<file path="src/rtl/wmst_result_packer.sv">
// wmst_result_packer: gathers RES_WIDTH-bit conv results into DATA_WIDTH-bit
// AXI-Stream words, issues the one-shot write-master request for the output
// tensor and pulses done once the write master reports completion.
module wmst_result_packer #(
    parameter int DATA_WIDTH = 512,
    parameter int RES_WIDTH  = 32,
    parameter int LANES      = DATA_WIDTH / RES_WIDTH,
    parameter int WORD_BYTE  = DATA_WIDTH / 8
) (
    input  logic                  aclk,
    input  logic                  areset_n,
    input  logic                  op_start,
    input  logic [63:0]           cfg_out_addr,
    input  logic [31:0]           cfg_out_count,
    input  logic                  res_valid,
    input  logic [RES_WIDTH-1:0]  res_data,
    output logic                  res_ready,
    output logic                  wmst_req,
    output logic [63:0]           wmst_xfer_addr,
    output logic [63:0]           wmst_xfer_size,
    input  logic                  wmst_done,
    output logic                  m_tvalid,
    output logic [DATA_WIDTH-1:0] m_tdata,
    input  logic                  m_tready,
    output logic                  busy,
    output logic                  done
);

    localparam int LIDX_W = (LANES > 1) ? $clog2(LANES) : 1;

    typedef enum logic [2:0] {
        S_IDLE,
        S_REQ,
        S_PACK,
        S_WAIT_DONE,
        S_FIN
    } state_t;

    typedef logic [LANES-1:0][RES_WIDTH-1:0] lanes_t;

    state_t            state_q, state_d;
    logic [63:0]       addr_q, addr_d;
    logic [63:0]       size_q, size_d;
    logic [31:0]       res_rem_q, res_rem_d;
    logic [32:0]       words_rem_q, words_rem_d;
    logic [LIDX_W-1:0] lane_idx_q, lane_idx_d;
    lanes_t            pack_q, pack_d;
    lanes_t            tdata_q, tdata_d;
    logic              tvalid_q, tvalid_d;
    logic              done_seen_q, done_seen_d;

    lanes_t            merged;
    logic [32:0]       words_calc;
    logic              res_hs, out_hs, word_done;

    // Word count is widened to 33 bits so an all-ones result count cannot wrap.
    assign words_calc = ({1'b0, cfg_out_count} + 33'(LANES - 1)) / 33'(LANES);

    // A new result is only taken when the output register is free or draining
    // this cycle, so a completed word never overwrites an unaccepted one.
    assign res_ready = (state_q == S_PACK) && (res_rem_q != '0) && (!tvalid_q || m_tready);
    assign res_hs    = res_valid && res_ready;
    assign out_hs    = tvalid_q && m_tready;
    assign word_done = res_hs && ((lane_idx_q == LIDX_W'(LANES - 1)) || (res_rem_q == 32'd1));

    assign wmst_req       = (state_q == S_REQ);
    assign done           = (state_q == S_FIN);
    assign busy           = (state_q != S_IDLE);
    assign wmst_xfer_addr = addr_q;
    assign wmst_xfer_size = size_q;
    assign m_tvalid       = tvalid_q;
    assign m_tdata        = tdata_q;

    // Pack buffer with the incoming result dropped into its lane; lanes above
    // are already zero because the buffer is cleared after every word.
    always_comb begin
        merged             = pack_q;
        merged[lane_idx_q] = res_data;
    end

    // Next-state and datapath updates for the packer control FSM.
    always_comb begin
        state_d     = state_q;
        addr_d      = addr_q;
        size_d      = size_q;
        res_rem_d   = res_rem_q;
        words_rem_d = words_rem_q;
        lane_idx_d  = lane_idx_q;
        pack_d      = pack_q;
        tdata_d     = tdata_q;
        tvalid_d    = tvalid_q;
        done_seen_d = done_seen_q;

        case (state_q)
            S_IDLE: begin
                if (op_start) begin
                    addr_d      = cfg_out_addr;
                    size_d      = 64'(words_calc) * 64'(WORD_BYTE);
                    res_rem_d   = cfg_out_count;
                    words_rem_d = words_calc;
                    lane_idx_d  = '0;
                    pack_d      = '0;
                    done_seen_d = 1'b0;
                    state_d     = (cfg_out_count == '0) ? S_FIN : S_REQ;
                end
            end
            S_REQ: begin
                if (wmst_done) done_seen_d = 1'b1;
                state_d = S_PACK;
            end
            S_PACK: begin
                // The write master may finish before our last beat is seen.
                if (wmst_done) done_seen_d = 1'b1;
                if (res_hs) begin
                    res_rem_d = res_rem_q - 32'd1;
                    if (word_done) begin
                        tdata_d    = merged;
                        pack_d     = '0;
                        lane_idx_d = '0;
                    end else begin
                        pack_d     = merged;
                        lane_idx_d = lane_idx_q + 1'b1;
                    end
                end
                if (word_done)   tvalid_d = 1'b1;
                else if (out_hs) tvalid_d = 1'b0;
                if (out_hs) begin
                    words_rem_d = words_rem_q - 33'd1;
                    if (words_rem_q == 33'd1) state_d = S_WAIT_DONE;
                end
            end
            S_WAIT_DONE: begin
                if (wmst_done || done_seen_q) state_d = S_FIN;
            end
            S_FIN: begin
                done_seen_d = 1'b0;
                state_d     = S_IDLE;
            end
            default: state_d = S_IDLE;
        endcase
    end

    // State and datapath registers; reset discards any partial word.
    always_ff @(posedge aclk or negedge areset_n) begin
        if (!areset_n) begin
            state_q     <= S_IDLE;
            addr_q      <= '0;
            size_q      <= '0;
            res_rem_q   <= '0;
            words_rem_q <= '0;
            lane_idx_q  <= '0;
            pack_q      <= '0;
            tdata_q     <= '0;
            tvalid_q    <= 1'b0;
            done_seen_q <= 1'b0;
        end else begin
            state_q     <= state_d;
            addr_q      <= addr_d;
            size_q      <= size_d;
            res_rem_q   <= res_rem_d;
            words_rem_q <= words_rem_d;
            lane_idx_q  <= lane_idx_d;
            pack_q      <= pack_d;
            tdata_q     <= tdata_d;
            tvalid_q    <= tvalid_d;
            done_seen_q <= done_seen_d;
        end
    end

endmodule
</file>
<file path="config.mk">
export PLATFORM = sky130hd
export DESIGN_NAME = wmst_result_packer
export DESIGN_NICKNAME = d
export VERILOG_FILES = /design/src/rtl/wmst_result_packer.sv
export SDC_FILE = /design/constraint.sdc
export NUM_CORES = 2
export LEC_CHECK = 0
export CORE_MARGIN = 1
export CORE_UTILIZATION = 50
export DETAILED_ROUTE_END_ITERATION = 8
export GPL_ROUTABILITY_DRIVEN = 0
export GPL_TIMING_DRIVEN = 0
export PLACE_DENSITY = 0.74
export SYNTH_ARGS = -nofsm -noshare
export SYNTH_HDL_FRONTEND = slang
export SYNTH_SLANG_ARGS = --single-unit
</file>
<file path="constraint.sdc">
create_clock -name aclk -period 4.4 [get_ports aclk]
set_clock_uncertainty 0.2 [all_clocks]
set_input_delay 0.44 -clock aclk [delete_from_list [all_inputs] [get_ports aclk]]
set_output_delay 0.44 -clock aclk [all_outputs]
set_load 0.02 [all_outputs]
</file>
==> summary.md <==
| Metric | Value |
|---|---|
| Yosys warns | `0` |
| Die ar. | `101,400 µm²` |
| Mean post-synth cell area | `9.884 µm²` |
| Port-buffer cells | `742` |
| Multi-input gate area | `18,240 µm²` |
| Post-DRT Antenna Nets | `0` |
| Met2 usage | `58.45%` |
| Post-DP HPWL | `151,800 µm` |
| Worst reg2reg path depth | `7` |
| Most common cell in the netlist | `nand2_1` |
| R2R setup slack | `0.09 ns` |
| GRT busiest layer | `met2` |
| CP endpoint kind | `flip-flop` |
| Die Y | `318.4 µm` |
| Core area | `98,710 µm²` |
| Worst path cell trace | `nor4_1, nand4_1, o41ai_4, buf_6, buf_4, buf_2, o21ai_0` |
| Total GRT Usage | `41.40%` |
| Sequential-to-total area share from yosys stat | `59.55%` |
| Min-delay src | `cfg_out_addr[2]` |
| Max-cap check violation count | `3` |
| Final Hold Fails | `0` |
| Nets@finish | `6,114` |
| Routed Wire Length | `212,800 µm` |
| Area grow syn2layout | `26.91%` |
| Met3 GRT Util | `14.66%` |
| Io pins | `779` |
| Tmin final | `4.306 ns` |
| CTS tree | `built` |
| Hold Path End | `wmst_xfer_addr[2]$_DFFE_PN0P_` |
| First-pass GRT wire length | `305,500 µm` |
| EDFF count, synth | `0` |
| Core Rows | `115` |
| Synth Flop Type | `dfrtp_1` |
| Area leader, netlist | `dfrtp_1` |
| Syn Inst Count | `5,063` |
| Slew HR | `-5.765%` |
| Setup CP Type | `flip-flop to flip-flop` |
| DP Worst Slack | `-0.6871 ns` |
| Cell Pwr Density | `499.6 nW/µm²` |
| Setup TNS | `0 ns` |
| # fillers | `7,935` |
| 1st-iter DRT viols | `6,861` |
| Leakage dissipation | `27.63 nW` |
| Drc violations | `0` |
| Outcome | `finished with violations` |
| Via Count | `46,730` |
| CTS buffer count | `119` |
| Via density | `6.346` |
| Num Clock Sinks | `1,191` |
| R2R Path End | `res_rem_q[18]$_DFFE_PN0P_` |
| Asr flop ratio synth | `100.0%` |
| Post-route clock period utilization | `97.86%` |
| Final instance area | `63,510 µm²` |
| Die W | `318.4 µm` |
| Worst setup margin | `0.09411 ns` |
| H-tree depth | `3` |
| Crit start category | `flip-flop` |
| Syn Std Cell Area | `50,040 µm²` |
| Setup-failing EPs final | `0` |
| Commonest cells in the netlist | `1,192 x nand2_1, 1,191 x dfrtp_1, 589 x nor2_1` |
| Seq cells post-synth | `1,191` |
| Max-slew violation count | `22` |
| Placed insts | `7,133` |
| Violated checks | `max-capacitance violations, max-slew violations` |
| Synth cell types | `67` |
| Hold_ws | `0.06985 ns` |
| CP max-delay cell | `o41ai_4` |
| Top post-synthesis cells by area | `dfrtp_1 60%, nand2_1 8.9%, a22o_1 8.5%` |
| Hold Path Class | `input pin to flip-flop` |
| Layout cells sized above 1 | `5.753%` |
| WP data arrival | `4.71 ns` |
| Cell Area, Placed | `59,430 µm²` |
| Drt pass-1 iters | `6` |
| FMAX | `232.2 MHz` |
| M1 GR Usage | `52.94%` |
| Initial antenna violation count | `16` |
| RSZ-0062 raised after global routing | `false` |
| Hold Crit Depth | `3` |
| Pin count of the biggest net entering global routing | `181` |
| Aggregate global routing overflow | `0` |
| Clock latency at the later pin of the worst-skew pair | `0.73 ns` |
| Post-synth top area share | `59.55%` |
| WL/cell | `28.90 µm` |
| CTS Root Cell | `clkbuf_16` |
| Reg area | `29,800 µm²` |
| Clock Tree Buf Depth | `3` |
| Slowest cell delay on critical path | `1.32 ns` |
| Fin cells | `7,363` |
| Number of global-route vias before repair | `44,340` |
| Slew at the pin closest to its max-slew limit | `1.586 ns` |
| Starting Density | `50.70%` |
| Worst Path Max Fanout | `10` |
| Clock-pin slew on the worst setup and hold paths | `0.07 ns` |
| Critical R2R Launch | `res_rem_q[16]$_DFFE_PN0P_` |
| Data required time of the worst path | `4.80 ns` |
| Worst IR Drop VDD | `0.3326 mV` |
## per-layer routing
| metal | routed length (µm) | up-vias | part of all wire, % |
|---|---|---|---|
| met5 | 179 | - | 0.084 |
| li1 | - | 19330 | - |
| met4 | 17480 | 17 | 8.2 |
| met1 | 76480 | 23110 | 36 |
| met2 | 89730 | 3527 | 42 |
| met3 | 28960 | 742 | 14 |
## what timing repair did
item,in CTS,in global routing
endpoints found under the setup margin,490,716
cloned,0,0
hold buffers,2,0
hold endpoints to repair,141,0
gates resized for setup,9,21
pin swaps,0,1
buffers inserted,0,3
## worst max-delay path, delay by kind of cell (launching register included)
family	cells	cell delay (ns)
simple gates	2	1.10
buf+inv	3	0.93
compound gates	2	1.47
flops	1	0.45
## per-stage QoR
step | utilization (%) | total power, mW
after floorplan | - | 17.47
after global placement | 59.98 | 20.96
after detailed placement | 60.21 | 21.09
after CTS | 64.25 | 31.39
after global routing | 64.33 | 32.71
final | 64.35 | 31.73
## cells by family after synthesis
logic type | after synthesis | share of synthesized area, %
simple gates | 2031 | 16.53
compound gates | 1214 | 17.46
flops | 1191 | 59.55
buf+inv | 519 | 4.343
mux | 68 | 1.365
xor+xnor | 31 | 0.5425
fa+ha+maj | 8 | 0.2000
other cells | 1 | 0.007493
## final cells by class
type | instances | share of cell area, %
sequential | 1191 | 46.92
multi-input combinational | 3387 | 28.71
timing repair buffer | 754 | 12.11
clock buffer | 173 | 5.437
buffer | 508 | 3.404
tap | 1287 | 2.535
clock inverter | 42 | 0.7683
inverter | 11 | 0.06501
antenna | 10 | 0.03940
## placed cells by master, fill, tap and decap left out, types with 10 or more instances in the layout
cell type / n
nor2_1: 588
nor3_2: 12
nor3_1: 37
o21ai_1: 15
a22o_1: 488
clkbuf_2: 19
dfrtp_1: 1191
clkbuf_8: 23
clkbuf_16: 121
mux2i_1: 66
diode_2: 10
nor4_1: 35
xnor2_1: 15
xor2_1: 16
buf_2: 63
a31oi_1: 456
nand2_1: 1192
and2_1: 47
clkdlybuf4s50_1: 741
clkinv_2: 21
o21ai_0: 64
buf_4: 39
nand4_1: 13
a21oi_1: 114
clkbuf_1: 407
and3_1: 14
nand3_1: 33
inv_1: 11
conb_1: 35
## how the worst max path moves through the flow
stage | startpoint | to | depth (start not counted) | slack, ns
6_report | res_rem_q[16]$_DFFE_PN0P_ | res_rem_q[18]$_DFFE_PN0P_ | 7 | 0.09
5_1_grt | res_rem_q[1]$_DFFE_PN0P_ | res_rem_q[18]$_DFFE_PN0P_ | 11 | 0.1
4_1_cts | res_rem_q[4]$_DFFE_PN0P_ | m_tdata[354]$_DFFE_PN0P_ | 7 | 0.02
3_5_place_dp | res_rem_q[4]$_DFFE_PN0P_ | m_tdata[318]$_DFFE_PN0P_ | 8 | -0.69
3_3_place_gp | areset_n | m_tdata[305]$_DFFE_PN0P_ | 1 | -51.11
2_1_floorplan | res_rem_q[0]$_DFFE_PN0P_ | lane_idx_q[0]$_DFFE_PN0P_ | 10 | 1.37
## flip-flops by register name, summed over array words and instances (netlist names)
signal / cells
pack_q: 512
done_seen_q: 1
wmst_xfer_addr: 64
lane_idx_q: 4
res_rem_q: 32
m_tdata: 512
words_rem_q: 33
wmst_xfer_size: 29
m_tvalid: 1
state_q: 3
## where the power goes
group | switching (mW) | internal (mW) | leakage (nW)
combinational | 5.73 | 2.56 | 9.39
clock | 4.53 | 5.95 | 1.93
sequential | 0.867 | 12.1 | 16.3
Note: power is estimated with default switching activity, not from simulation.
